## src/rtl/fifo_out_read_operation.sv

```systemverilog
// rtl/fifo_out_read_operation.sv - fifo_out read-side controller: head/occupancy tracking, registered read with 1-cycle ack
// Optional macro FIFO_OUT_RD_CNT_EN exposes the registered occupancy as data_count.
module fifo_out_read_operation #(
  parameter int DEPTH = 32,
  parameter int AW    = 5,
  parameter int DW    = 32
) (
  input  logic          clk,
  input  logic          reset_n,
  input  logic          wr_push,
  input  logic          rd_en,
  input  logic          err_clr,
  input  logic [DW-1:0] rd_data,
  output logic [AW-1:0] rd_addr,
  output logic [DW-1:0] dout,
  output logic          rd_ack,
`ifdef FIFO_OUT_RD_CNT_EN
  output logic [AW:0]   data_count,
`endif
  output logic          empty,
  output logic          full,
  output logic          underflow
);

  localparam logic [1:0] IDLE  = 2'd0;
  localparam logic [1:0] READ  = 2'd1;
  localparam logic [1:0] ERROR = 2'd2;

  localparam logic [AW:0] DEPTH_C = (AW+1)'(DEPTH);

  logic [1:0]    state;
  logic [AW-1:0] head;
  logic [AW:0]   count;
  logic          accept;
  logic          reject;
  logic          push_ok;

  assign rd_addr = head;
  assign empty   = (count == '0);
  assign full    = (count == DEPTH_C);
`ifdef FIFO_OUT_RD_CNT_EN
  assign data_count = count;
`endif

  // ERROR blocks new reads until err_clr; empty is the pre-edge registered value
  assign accept  = (state != ERROR) && rd_en && !empty;
  assign reject  = (state != ERROR) && rd_en && empty;
  assign push_ok = wr_push && !full;

  always_ff @(posedge clk) begin
    if (!reset_n) begin
      state     <= IDLE;
      head      <= '0;
      count     <= '0;
      dout      <= '0;
      rd_ack    <= 1'b0;
      underflow <= 1'b0;
    end else begin
      rd_ack <= accept;
      if (accept) begin
        dout <= rd_data;
        head <= head + 1'b1;
      end

      case ({push_ok, accept})
        2'b10:   count <= count + 1'b1;
        2'b01:   count <= count - 1'b1;
        default: count <= count;
      endcase

      case (state)
        IDLE, READ: begin
          if (accept) begin
            state <= READ;
          end else if (reject) begin
            state     <= ERROR;
            underflow <= 1'b1;
          end else begin
            state <= IDLE;
          end
        end
        ERROR: begin
          if (err_clr) begin
            state     <= IDLE;
            underflow <= 1'b0;
          end
        end
        default: state <= IDLE;
      endcase
    end
  end

endmodule

```

## config.mk

```make
export PLATFORM = sky130hd
export DESIGN_NAME = fifo_out_read_operation
export DESIGN_NICKNAME = d
export VERILOG_FILES = /design/src/rtl/fifo_out_read_operation.sv
export SDC_FILE = /design/constraint.sdc
export NUM_CORES = 1
export LEC_CHECK = 0
export BUFFER_PORTS_ARGS = -buffer_cell sky130_fd_sc_hd__buf_4
export CAP_MARGIN = 20
export CORE_MARGIN = 2
export CORE_UTILIZATION = 48
export CTS_CLUSTER_DIAMETER = 80
export DETAILED_ROUTE_END_ITERATION = 10
export PLACE_DENSITY = 0.79
export RECOVER_POWER = 50
export SLEW_MARGIN = 10
export SYNTH_ARGS = -nofsm -noshare
export SYNTH_HDL_FRONTEND = slang
export SYNTH_SLANG_ARGS = --single-unit
```

## constraint.sdc

```tcl
create_clock -name clk -period 4.26 [get_ports clk]
set_input_delay 0.639 -clock clk [delete_from_list [all_inputs] [get_ports clk]]
set_output_delay 0.639 -clock clk [all_outputs]
set_load 0.05 [all_outputs]
```

**Yosys cells after proc, flatten, opt, wreduce, memory -nomap -nowiden**

Index checks and enable logic that the tools add are counted.

- Reduce and logical (&&, ||, !) cells: 12
- Add/subtract/negate cells: 3
- Mux-type cells: 9
- Eq/ne operators: 9

Operators by type and width:

| operator | number |
|---|---|
| $pmux W6 S2 | 1 |
| $ne A2 B2 Y1 const B | 4 |
| $add A6 B1 Y6 const B | 1 |
| $eq A6 B6 Y1 const B | 1 |
| $logic_not A6 Y1 | 1 |
| $mux W2 | 3 |
| $sub A6 B1 Y6 const B | 1 |
| $add A5 B1 Y5 const B | 1 |
| $eq A2 B1 Y1 const B | 2 |
| $eq A2 B2 Y1 const B | 2 |
| $logic_and A1 B1 Y1 | 4 |
| $pmux W2 S2 | 1 |
| $reduce_and A4 Y1 | 1 |
| $reduce_bool A2 Y1 | 2 |
| $mux W1 | 3 |
| $logic_not A1 Y1 | 2 |
| $logic_not A2 Y1 | 1 |
| $pmux W1 S2 | 1 |
| $reduce_or A2 Y1 | 1 |

- Output and inout bits: 41
- Flip-flop bits (word level): 47

**Logic depth before layout (Yosys ltp)**

Gate-level depths: netlist of the first run.

- Depth after elaboration: 6
- Gate-level depth with buffers: 13

**Least setup slack after synthesis of the first run**

Ideal clock, no wire load.

- Kind: reg-to-reg
- Start: reg count[2]
- End: reg count[5]
- Stages on the path, launching flop included: 11
- Arrival: 3.585 ns
- Period minus slack after synthesis: 3.656 ns
- Required time: 4.188 ns
- Setup time: 0.072 ns
- Slack: 0.604 ns
- Cells stage by stage: dfxtp_1 -> or4_4 -> nor3b_1 -> nand2b_1 -> ha_1 -> ha_1 -> a21o_1 -> a21oi_1 -> o22ai_1 -> a21oi_1 -> mux2i_1

- Longest elaborated chain between the ends: 5
- Elaborated cells between the ends (all ways): 12
- Classes of those cells: 2 x add/sub; 3 x eq/ne; 1 x mux; 6 x reduce/logical

RTL lines:

| what | line | RTL |
|---|---|---|
| start, declared | 33 | `logic [AW:0] count;` |
| start signal, assigned | 66 | `2'b10: count <= count + 1'b1;` |
| start signal, assigned | 67 | `2'b01: count <= count - 1'b1;` |
| start signal, assigned | 68 | `default: count <= count;` |
| $eq A6 B6 Y1 * | 40 | `assign full = (count == DEPTH_C);` |
| named net full | 21 | `output logic full,` |
| $logic_not A1 Y1 * | 48 | `assign push_ok = wr_push && !full;` |
| $logic_and A1 B1 Y1 * | 48 |  |
| $eq A2 B1 Y1 or $eq A2 B2 Y1 (tied branches) | 65 | `case ({push_ok, accept})` |
| $pmux W6 S2 or $reduce_bool A2 Y1 (tied branches) | - |  |

The timed path passes the listed nets; every way through them passes the cells marked *.
A chain may end at the register's enable or synchronous reset.

**Final worst setup path of the first run**

- Start: reg count[2]
- End: reg count[3]

- Longest elaborated chain between the ends: 5
- Elaborated cells between the ends (all ways): 12
- Classes of those cells: 2 x add/sub; 3 x eq/ne; 1 x mux; 6 x reduce/logical

RTL lines:

| what |
|---|
| parallel branches: the longest is 5 deep, another holds $sub A6 B1 Y6 |

Several ways; the timed one is not identified.

==> reports/metrics.csv, run 1 <==
metric,value,unit
insertion_delay,0.30,ns
nNetsFinal,347,
fin_crit,3.26,ns
cp-start-kind,register,
cp.required,4.46,ns
layoutNonFillerInstCount,353,
synth_top_area_share,46.7,%
synth.largest_area_cell,dfxtp_1,
rsz0062_at_grt,false,
outcome,"complete, no violations",
synth_flop_cell,dfxtp_1,
ant_nets,0,
die_area,4740,um^2
start_util,50.1,%
cts_root_buf,clkbuf_8,
ff2ff_path_depth,10,
port_buffers,77,
coreArea,4030,um^2
cts-resized-gates,0,
cts_hold_buf,0,
cp_max_fo,72,
p_leak,1.02,nW
antenna_found_initial,0,
clock_skew,0.00715,ns
pwr_density_cell,819,nW/um^2
die-height,68.8,um
dp.cells,346,
viasPerCell,4.90,
hpwl,2.79,mm
cts_max_path_buffers,2,
netlist_area,2020,um^2
setup_tns,0,ns
grt_max_degree,83,
hold_ws,0.460,ns
worstMarginPinSlew,0.700,ns
vias,1730,
vdd_drop_max,356,uV
max-cap-violations,0,
synthTopCellsByCount,"47 x dfxtp_1, 40 x nand2_1, 35 x nand3_1, 29 x o21ai_0",
drt_iter0_markers,80,
r2r_slack,1.0,ns
synthToLayoutAreaGrowth,25.2,%
syn-num-nets,280,
synth_most_common_cell,dfxtp_1,
fin_crit_sh,76.5,%
r2r_end,count[3]$_SDFFE_PN0P_,
wl_per_cell,11.7,um
die_width,68.8,um
cts_tree,done,
n_antenna_cell,0,
clk_pin_slew_worst_paths,0.08,ns
place.gp.congestion,0.731,
post-route-drc-count,0,
ys_top_cells_by_area,"dfxtp_1 47%, nand3_1 8.7%, nand2_1 7.4%",
wirelength,4.13,mm
hold_path_class,register to register,
finalSetupViolCount,0,
grt_pass1_wl,6.13,mm
crit_chain,"or4_1, o311a_2, buf_4, ha_1, ha_1, a21o_1, a21oi_1, xor2_1, o21ai_0, and2_1",
synth_edf_count,0,
first_pass_iters,4,
min_to,dout[1]$_SDFFE_PN0P_,
rows,23,
grt_pass1_vias,1429,
yosys_warnings,0,
h-tree-depth,2,
crit_path_frequent_cell,ha_1,
ys_seq_area_share,46.7,%
max_slew_margin,53.3,%
hold_viol_final,0,
syn_inst,236,
drive_gt1_share,18.2,%
fill_cells,411,
worst-path-buf-inv,1,
synth_cell_types,30,
cts.sinks,47,
final_util,62.7,%
clock.fmax,0.307,GHz
postSynthAreaPerCell,8.55,um^2
slew_viol_final,0,
critPathTopFamily,compound AO/OA/AOI/OAI gates,
critPathCaptureType,register,
grt_overflow,0,
async_reset_ff_share,0,%
hold_start,dout[1]$_SDFFE_PN0P_,
ys_ff_latch,47,
postCtsSetupRepairBufs,0,
cp_slowest_stage_delay,0.58,ns
path_class,register to register,
holdPathStages,2,
reg2reg_from,count[2]$_SDFFE_PN0P_,
grt_util_all_layers,17.1,%
cts_buffers,5,
cp.arrival,3.46,ns
io_pins,78,
critPathSlowestCell,or4_1,
-- sequential cells by signal, indices dropped and copies added, names as in the netlist --
register   cells
dout          32
count          6
rd_addr        5
state          2
rd_ack         1
underflow      1
-- power breakdown --
group | total (mW) | internal [mW] | switching [mW]
Sequential | 0.673 | 0.588 | 0.0848
Clock | 0.318 | 0.172 | 0.146
Combinational | 1.08 | 0.259 | 0.818
Total | 2.07 | 1.02 | 1.05
-- metal layers --
layer	global-route usage (%)	wire length [um]
met1	20.1	1900
met2	28.8	1870
met3	4.06	284
met4	8.82	74
met5	0	0
-- area by class of cell --
class                      instances  area [um^2]  share of cell area, %
multi-input combinational        166          957                   37.9
sequential                        47          941                   37.3
timing repair buffer              78          439                   17.4
clock buffer                       5         68.8                   2.73
tap                               50         62.6                   2.48
clock inverter                     2         37.5                   1.49
inverter                           5         18.8                  0.743
-- worst max-delay path by stage --
| stage | cells past startpoint | start | end | slack (ns) |
|---|---|---|---|---|
| after floorplan | 10 | count[2]$_SDFFE_PN0P_ | count[5]$_SDFFE_PN0P_ | 0.60 |
| after detailed placement | 10 | count[2]$_SDFFE_PN0P_ | count[3]$_SDFFE_PN0P_ | 1.03 |
| final | 10 | count[2]$_SDFFE_PN0P_ | count[3]$_SDFFE_PN0P_ | 1.0 |
| after global routing | 10 | count[2]$_SDFFE_PN0P_ | count[5]$_SDFFE_PN0P_ | 0.75 |
| after global placement | 10 | count[2]$_SDFFE_PN0P_ | count[5]$_SDFFE_PN0P_ | 1.13 |
| after CTS | 10 | count[2]$_SDFFE_PN0P_ | count[3]$_SDFFE_PN0P_ | 1.02 |
-- metrics by stage --
step           worst slack (ns)  total power, mW  area (um^2)
2_1_floorplan             0.604             1.61         2020
3_3_place_gp               1.13             1.86         2570
3_5_place_dp               1.03             1.88         2570
4_1_cts                    1.02             2.20         2680
5_1_grt                   0.745             2.20         2520
6_report                   1.00             2.07         2520
-- layout by cell type, fill, tap and decap left out, drive strengths merged, types with 6 or more instances in the layout --
master	synthesis	routed
clkbuf	8	44
nand3	35	35
dfxtp	47	47
ha	6	6
o21ai	38	38
buf	10	39
nand2	40	40
nand2b	7	7
and2	9	9
-- cells by family after synthesis --
kind of cell | count (synthesis) | share of synthesized area [%]
AOI/OAI and AO/OA | 49 | 14.7
xor gates and xnor gates | 8 | 3.47
adders and majority gates | 7 | 4.71
buffers and inverters | 23 | 5.58
DFF | 47 | 46.7
muxes | 1 | 0.496
and+or+nand+nor | 101 | 24.4
-- worst reg2reg max path, cell delays in order (launching register included) --
cell	delay, ns
dfxtp_1	0.33
or4_1	0.58
o311a_2	0.35
buf_4	0.34
ha_1	0.41
ha_1	0.31
a21o_1	0.17
a21oi_1	0.25
xor2_1	0.18
o21ai_0	0.08
and2_1	0.16
No activity file was read; power rests on OpenSTA's default activity.
==> run 2, diff against run 1 <==
--- a/config.mk
+++ b/config.mk
@@ -5,6 +5,7 @@
 export SDC_FILE = /design/constraint.sdc
 export NUM_CORES = 1
 export LEC_CHECK = 0
+export ABC_AREA = 1
 export BUFFER_PORTS_ARGS = -buffer_cell sky130_fd_sc_hd__buf_4
 export CAP_MARGIN = 20
 export CORE_MARGIN = 2
==> constraint.sdc (replaced) <==
create_clock -name clk -period 3.2 [get_ports clk]
set_input_delay 0.48 -clock clk [delete_from_list [all_inputs] [get_ports clk]]
set_output_delay 0.48 -clock clk [all_outputs]
set_load 0.05 [all_outputs]
==> run 2 against run 1 <==
Effect of this change:
- via count increased by 5.3%
- global-route usage is 3.6 points higher
- largest cell class is now sequential cells
- sequential power grew 33%
- worst hold slack worse by 0.046 ns
- final cell count rose by 7.6%
- fmax grew 46%
- final area rose by 0.59%
- synthesized cell count grew 8.1%
- area after synthesis rose by 0.25%
- clock power grew 40%
- sequential share of layout area is 0.22 points lower
- combinational power is 39% higher
==> reports/metrics.csv, run 2 <==
metric,value,unit
fin_crit,2.24,ns
rsz0062_at_grt,false,
wl_per_cell,11.8,um
io_pins,78,
grt_pass1_vias,1693,
start_util,50.2,%
synth_cell_types,31,
cp.required,3.45,ns
port_buffers,77,
cts_buffers,5,
cts.sinks,47,
reg2reg_from,count[4]$_SDFFE_PN0P_,
fin_crit_sh,69.9,%
synth_top_area_share,46.5,%
setup_tns,0,ns
synth_most_common_cell,nor2_1,
ys_ff_latch,47,
p_leak,1.15,nW
synth_edf_count,0,
clock.fmax,0.447,GHz
cp.arrival,2.49,ns
cts_tree,done,
rows,23,
yosys_warnings,0,
largest_reg_flops,32,
max_slew_margin,58.1,%
viasPerCell,4.79,
die_area,4750,um^2
slew_viol_final,0,
fill_cells,407,
final_common_cell,nor2_1,
cts-resized-gates,0,
syn-num-nets,299,
startpoint,count[4]$_SDFFE_PN0P_,
synth.largest_area_cell,dfxtp_1,
synth_flop_cell,dfxtp_1,
post-place-ws,0.912,ns
ys_seq_area_share,46.5,%
crit_chain,"nor2_1, nand4_1, nand2_4, inv_2, ha_1, inv_1, fa_1, nand3b_1, a21o_1, nand3_1, nand2_1, inv_1",
h-tree-depth,2,
post-route-drc-count,0,
drt_iter0_markers,61,
postSynthAreaPerCell,7.93,um^2
cp_max_fo,6,
coreArea,4030,um^2
pwr_density_cell,1120,nW/um^2
cts_hold_buf,0,
cts_root_buf,clkbuf_8,
worst_slack,0.963,ns
clk_pin_slew_worst_paths,0.08,ns
regMostFlops,dout,
antenna_found_initial,0,
grt_max_degree,39,
nNetsFinal,373,
wirelength,4.50,mm
hold_path_class,input pin to register,
die_width,68.9,um
drive_gt1_share,18.5,%
die-height,68.9,um
outcome,"complete, no violations",
n_antenna_cell,0,
synthTopCellsByCount,"75 x nor2_1, 47 x dfxtp_1, 21 x o21ai_0, 17 x inv_1",
grt_pass1_wl,7.24,mm
ys_top_cells_by_area,"dfxtp_1 47%, nor2_1 14%, o21ai_0 5.2%",
first_pass_iters,4,
crit_path_frequent_cell,inv_1,
ff2ff_path_depth,12,
grt_util_all_layers,20.7,%
async_reset_ff_share,0,%
place.gp.congestion,0.902,
cp-start-kind,register,
synthToLayoutAreaGrowth,25.6,%
final_util,63.0,%
vdd_drop_max,493,uV
insertion_delay,0.30,ns
ant_nets,0,
worstMarginPinSlew,0.632,ns
vias,1821,
netlist_area,2020,um^2
critPathSlowestCell,dfxtp_1,
syn_inst,255,
cts_max_path_buffers,2,
finalSetupViolCount,0,
r2r_end,count[4]$_SDFFE_PN0P_,
cp-endpoint,count[4]$_SDFFE_PN0P_,
clock_skew,0.00795,ns
cp_slowest_stage_delay,0.43,ns
final_cell_mix,"76 x nor2_1, 47 x dfxtp_1, 41 x buf_4, 38 x clkbuf_1, 23 x o21ai_0",
path_class,register to register,
postCtsSetupRepairBufs,0,
grt_overflow,0,
hold_viol_final,0,
hpwl,3.12,mm
critPathCaptureType,register,
r2r_slack,0.96,ns
max-cap-violations,0,
==> run 2: changes by cell type in the layout (fill, tap and decap cells not counted), sizes merged, moves of 9 or more <==
cell	delta
and2	-9
inv	+14
nand3	-22
nand2	-21
nor2	+75
==> run 2: metrics by stage <==
stage	area (um^2)	power (mW)	hold slack, ns	instances
floorplan	2020	2.19	0.520	255
global placement	2590	2.55	0.458	372
detailed placement	2590	2.58	0.462	372
CTS	2710	3.03	0.407	380
global route	2540	3.06	0.413	380
finish	2540	2.84	0.414	380
==> run 2: critical path: cells and delay by family, from the launching register on <==
| kind | cells | cell delay, ns |
|---|---|---|
| compound gates | 1 | 0.19 |
| simple gates | 6 | 0.69 |
| buf+inv | 3 | 0.20 |
| fa+ha+maj | 2 | 0.68 |
| flops | 1 | 0.43 |
==> run 2: worst min-delay path by stage <==
stage                                       from                endpoint  slack (ns)  cells past startpoint
after CTS                            rd_data[15]   dout[15]$_SDFFE_PN0P_        0.41                      3
after detailed placement  underflow$_SDFFE_PN0P_  underflow$_SDFFE_PN0P_        0.46                      2
after global placement    underflow$_SDFFE_PN0P_  underflow$_SDFFE_PN0P_        0.46                      2
final                                rd_data[21]   dout[21]$_SDFFE_PN0P_        0.41                      3
after global routing                 rd_data[10]   dout[10]$_SDFFE_PN0P_        0.41                      3
after floorplan            count[0]$_SDFFE_PN0P_   count[0]$_SDFFE_PN0P_        0.52                      2
==> run 2: metal layers <==
metal / global-route usage [%] / share of wire (%) / up-vias / routed length (um)
met5: 0 / 0 / - / 0
met4: 8.58 / 1.3 / 0 / 60
met3: 8.60 / 7.3 / 5 / 327
met2: 35.7 / 48 / 59 / 2160
met1: 22.3 / 43 / 793 / 1950
li1: - / - / 964 / -
==> run 2: cells by family after synthesis <==
logic type,synth area share [%]
xor gates and xnor gates,2.17
AOI/OAI and AO/OA,13.7
DFF,46.5
adders and majority gates,4.70
and+or+nand+nor,24.9
buffers and inverters,7.98
==> run 2: where the power goes <==
group	switching (mW)	internal (mW)	total (mW)	leakage, nW
clock network	0.192	0.253	0.445	0.0612
logic	1.13	0.377	1.50	0.701
registers	0.117	0.776	0.893	0.389
==> run 2: cell type report <==
cell class,count,area [um^2],area share (%)
flip-flops and latches,47,941,37.0
clock buffers,6,82.6,3.25
well taps,50,62.6,2.46
inverters,19,71.3,2.81
clock inverters,2,35.0,1.38
multi-input cells,177,897,35.3
repair buffers,79,450,17.7
==> run 3, diff against run 2 <==
--- a/config.mk
+++ b/config.mk
@@ -9,10 +9,10 @@
 export BUFFER_PORTS_ARGS = -buffer_cell sky130_fd_sc_hd__buf_4
 export CAP_MARGIN = 20
 export CORE_MARGIN = 2
-export CORE_UTILIZATION = 48
+export CORE_UTILIZATION = 43
 export CTS_CLUSTER_DIAMETER = 80
 export DETAILED_ROUTE_END_ITERATION = 10
-export PLACE_DENSITY = 0.79
+export PLACE_DENSITY = 0.75
 export RECOVER_POWER = 50
 export SLEW_MARGIN = 10
 export SYNTH_ARGS = -nofsm -noshare
==> constraint.sdc (replaced) <==
create_clock -name clk -period 1.85 [get_ports clk]
set_input_delay 0.2775 -clock clk [delete_from_list [all_inputs] [get_ports clk]]
set_output_delay 0.2775 -clock clk [all_outputs]
set_load 0.05 [all_outputs]
==> run 3 against run 2 <==
Effect of this change:
- the run now ends with negative setup slack left
- combinational power is 110% higher
- critical path depth is 2 higher
- sequential power is 74% higher
- utilization is 0.36 points higher
- final cell count is 5.5% higher
- register-to-register slack worse by 1.1 ns
- flip-flop and latch count stayed put
- largest power group unchanged
- setup slack worse by 1.1 ns
- clock power is 77% higher
- worst hold slack worse by 0.21 ns
- global-route usage is 1.9 points lower
- via count is 5.6% higher
==> reports/metrics.csv, run 3 (synthesis gave the netlist of run 2 again) <==
metric,value,unit
drt_iter0_markers,60,
cts_tree,done,
cp.required,2.10,ns
rsz0062_at_grt,true,
coreArea,4440,um^2
clk_pin_slew_worst_paths,0.09,ns
path_class,register to register,
gr-max-usage-layer,met2,
outcome,"complete, but fails checks",
grtUsageMet3,4.14,%
hold_ws,0.209,ns
wirelength,4.75,mm
cp_max_fo,5,
p_leak,1.25,nW
setup_tns,-0.206,ns
post_dp_cell_area,2750,um^2
die-height,72.6,um
clock.fmax,0.513,GHz
h-tree-depth,2,
hold_path_class,input pin to register,
grt_pass1_wl,7.87,mm
final_util,63.4,%
largest_reg_flops,32,
fin_crit_sh,105,%
insertion_delay,0.29,ns
cts_buffers,5,
final_common_cell,nor2_1,
n_antenna_cell,0,
clock_skew,0.00637,ns
die_area,5270,um^2
grt_util_all_layers,18.8,%
cts.sinks,47,
first_pass_iters,4,
power_frac_clock,14.3,%
max-cap-violations,0,
pwr_density_cell,1960,nW/um^2
grt_overflow,0,
die_width,72.6,um
p_seq_share,28.0,%
post-route-drc-count,0,
grt_max_degree,39,
combPwrFrac,57.7,%
cts_root_buf,clkbuf_8,
vias,1923,
worst_slack,-0.0980,ns
grt_util_met1,21.7,%
rows,24,
hold_viol_final,0,
synthToLayoutAreaGrowth,39.4,%
grt_pass1_vias,1845,
final_cell_mix,"75 x nor2_1, 56 x buf_4, 43 x dfxtp_1, 39 x clkbuf_1, 20 x o21ai_0",
totalPowerFinal,5.53,mW
port_buffers,77,
wl_per_cell,11.9,um
ant_nets,0,
place.gp.congestion,0.754,
grtUsageMet2,34.9,%
start_util,45.5,%
fin_area,2820,um^2
hpwl,3.32,mm
worstMarginPinSlew,0.755,ns
fin_crit,1.95,ns
io_pins,78,
slew_viol_final,0,
cts_max_path_buffers,2,
violations,negative setup slack,
p_sw_share,48.9,%
nNetsFinal,392,
cts_hold_buf,0,
cp.arrival,2.20,ns
critPathCaptureType,register,
max_slew_margin,49.7,%
power_switching,2.70,mW
drive_gt1_share,29.2,%
vdd_drop_max,807,uV
finalSetupViolCount,3,
antenna_found_initial,0,
cp-start-kind,register,
internal_power,2.82,mW
viasPerCell,4.80,
regMostFlops,dout,
## run 3: final cells by class
class | instances | area, um^2
well taps | 52 | 65.1
inverters | 19 | 73.8
repair buffers | 98 | 594
clock buffers | 6 | 82.6
flip-flops and latches | 47 | 946
multi-input cells | 177 | 1020
fillers | 445 | 1630
clock inverters | 2 | 38.8
## run 3: per-layer routing
metal  part of all wire [%]  up-vias
met1                     45      878
met3                    4.7        2
met4                   0.17        0
li1                       -     1001
met2                     50       42
met5                      0        -
## run 3: worst paths after layout
kind	startpoint	to	slack (ns)	depth (start not counted)
max	count[2]$_SDFFE_PN0P_	count[3]$_SDFFE_PN0P_	-0.1	14
min	rd_data[13]	dout[13]$_SDFFE_PN0P_	0.21	3
max reg2reg	count[2]$_SDFFE_PN0P_	count[3]$_SDFFE_PN0P_	-0.1	14
min reg2reg	underflow$_SDFFE_PN0P_	underflow$_SDFFE_PN0P_	0.47	2
## run 3: what timing repair did
item / in CTS / in global routing
cloned: 0 / 0
pin swaps: 11 / 2
buffers inserted: 3 / 3
resized for setup: 10 / 5
setup endpoints to repair: 4 / 4
## run 3: stage by stage
stage | setup WS [ns] | instances
after floorplan | -0.103 | 255
after global placement | -0.136 | 387
after detailed placement | -0.176 | 387
after CTS | -0.111 | 398
after global routing | -0.240 | 401
final | -0.0980 | 401
## run 3: power groups by stage
stage,Combinational (mW),Clock (mW),Sequential [mW]
finish,3.19,0.788,1.55
global route,3.50,0.846,1.59
CTS,3.33,0.806,1.55
detailed placement,3.17,0,1.57
global placement,3.11,0,1.56
floorplan,1.46,0,2.45
## run 3: worst max-delay path: stages, from the launching register on
cell	delay (ns)
dfxtp_2	0.34
nor2_4	0.14
nand4_4	0.11
nand2_4	0.09
inv_4	0.04
ha_4	0.17
buf_6	0.13
ha_4	0.27
inv_2	0.03
nand2_2	0.07
nand2_1	0.07
or2_2	0.29
nand3_2	0.07
nand2_1	0.05
inv_1	0.04
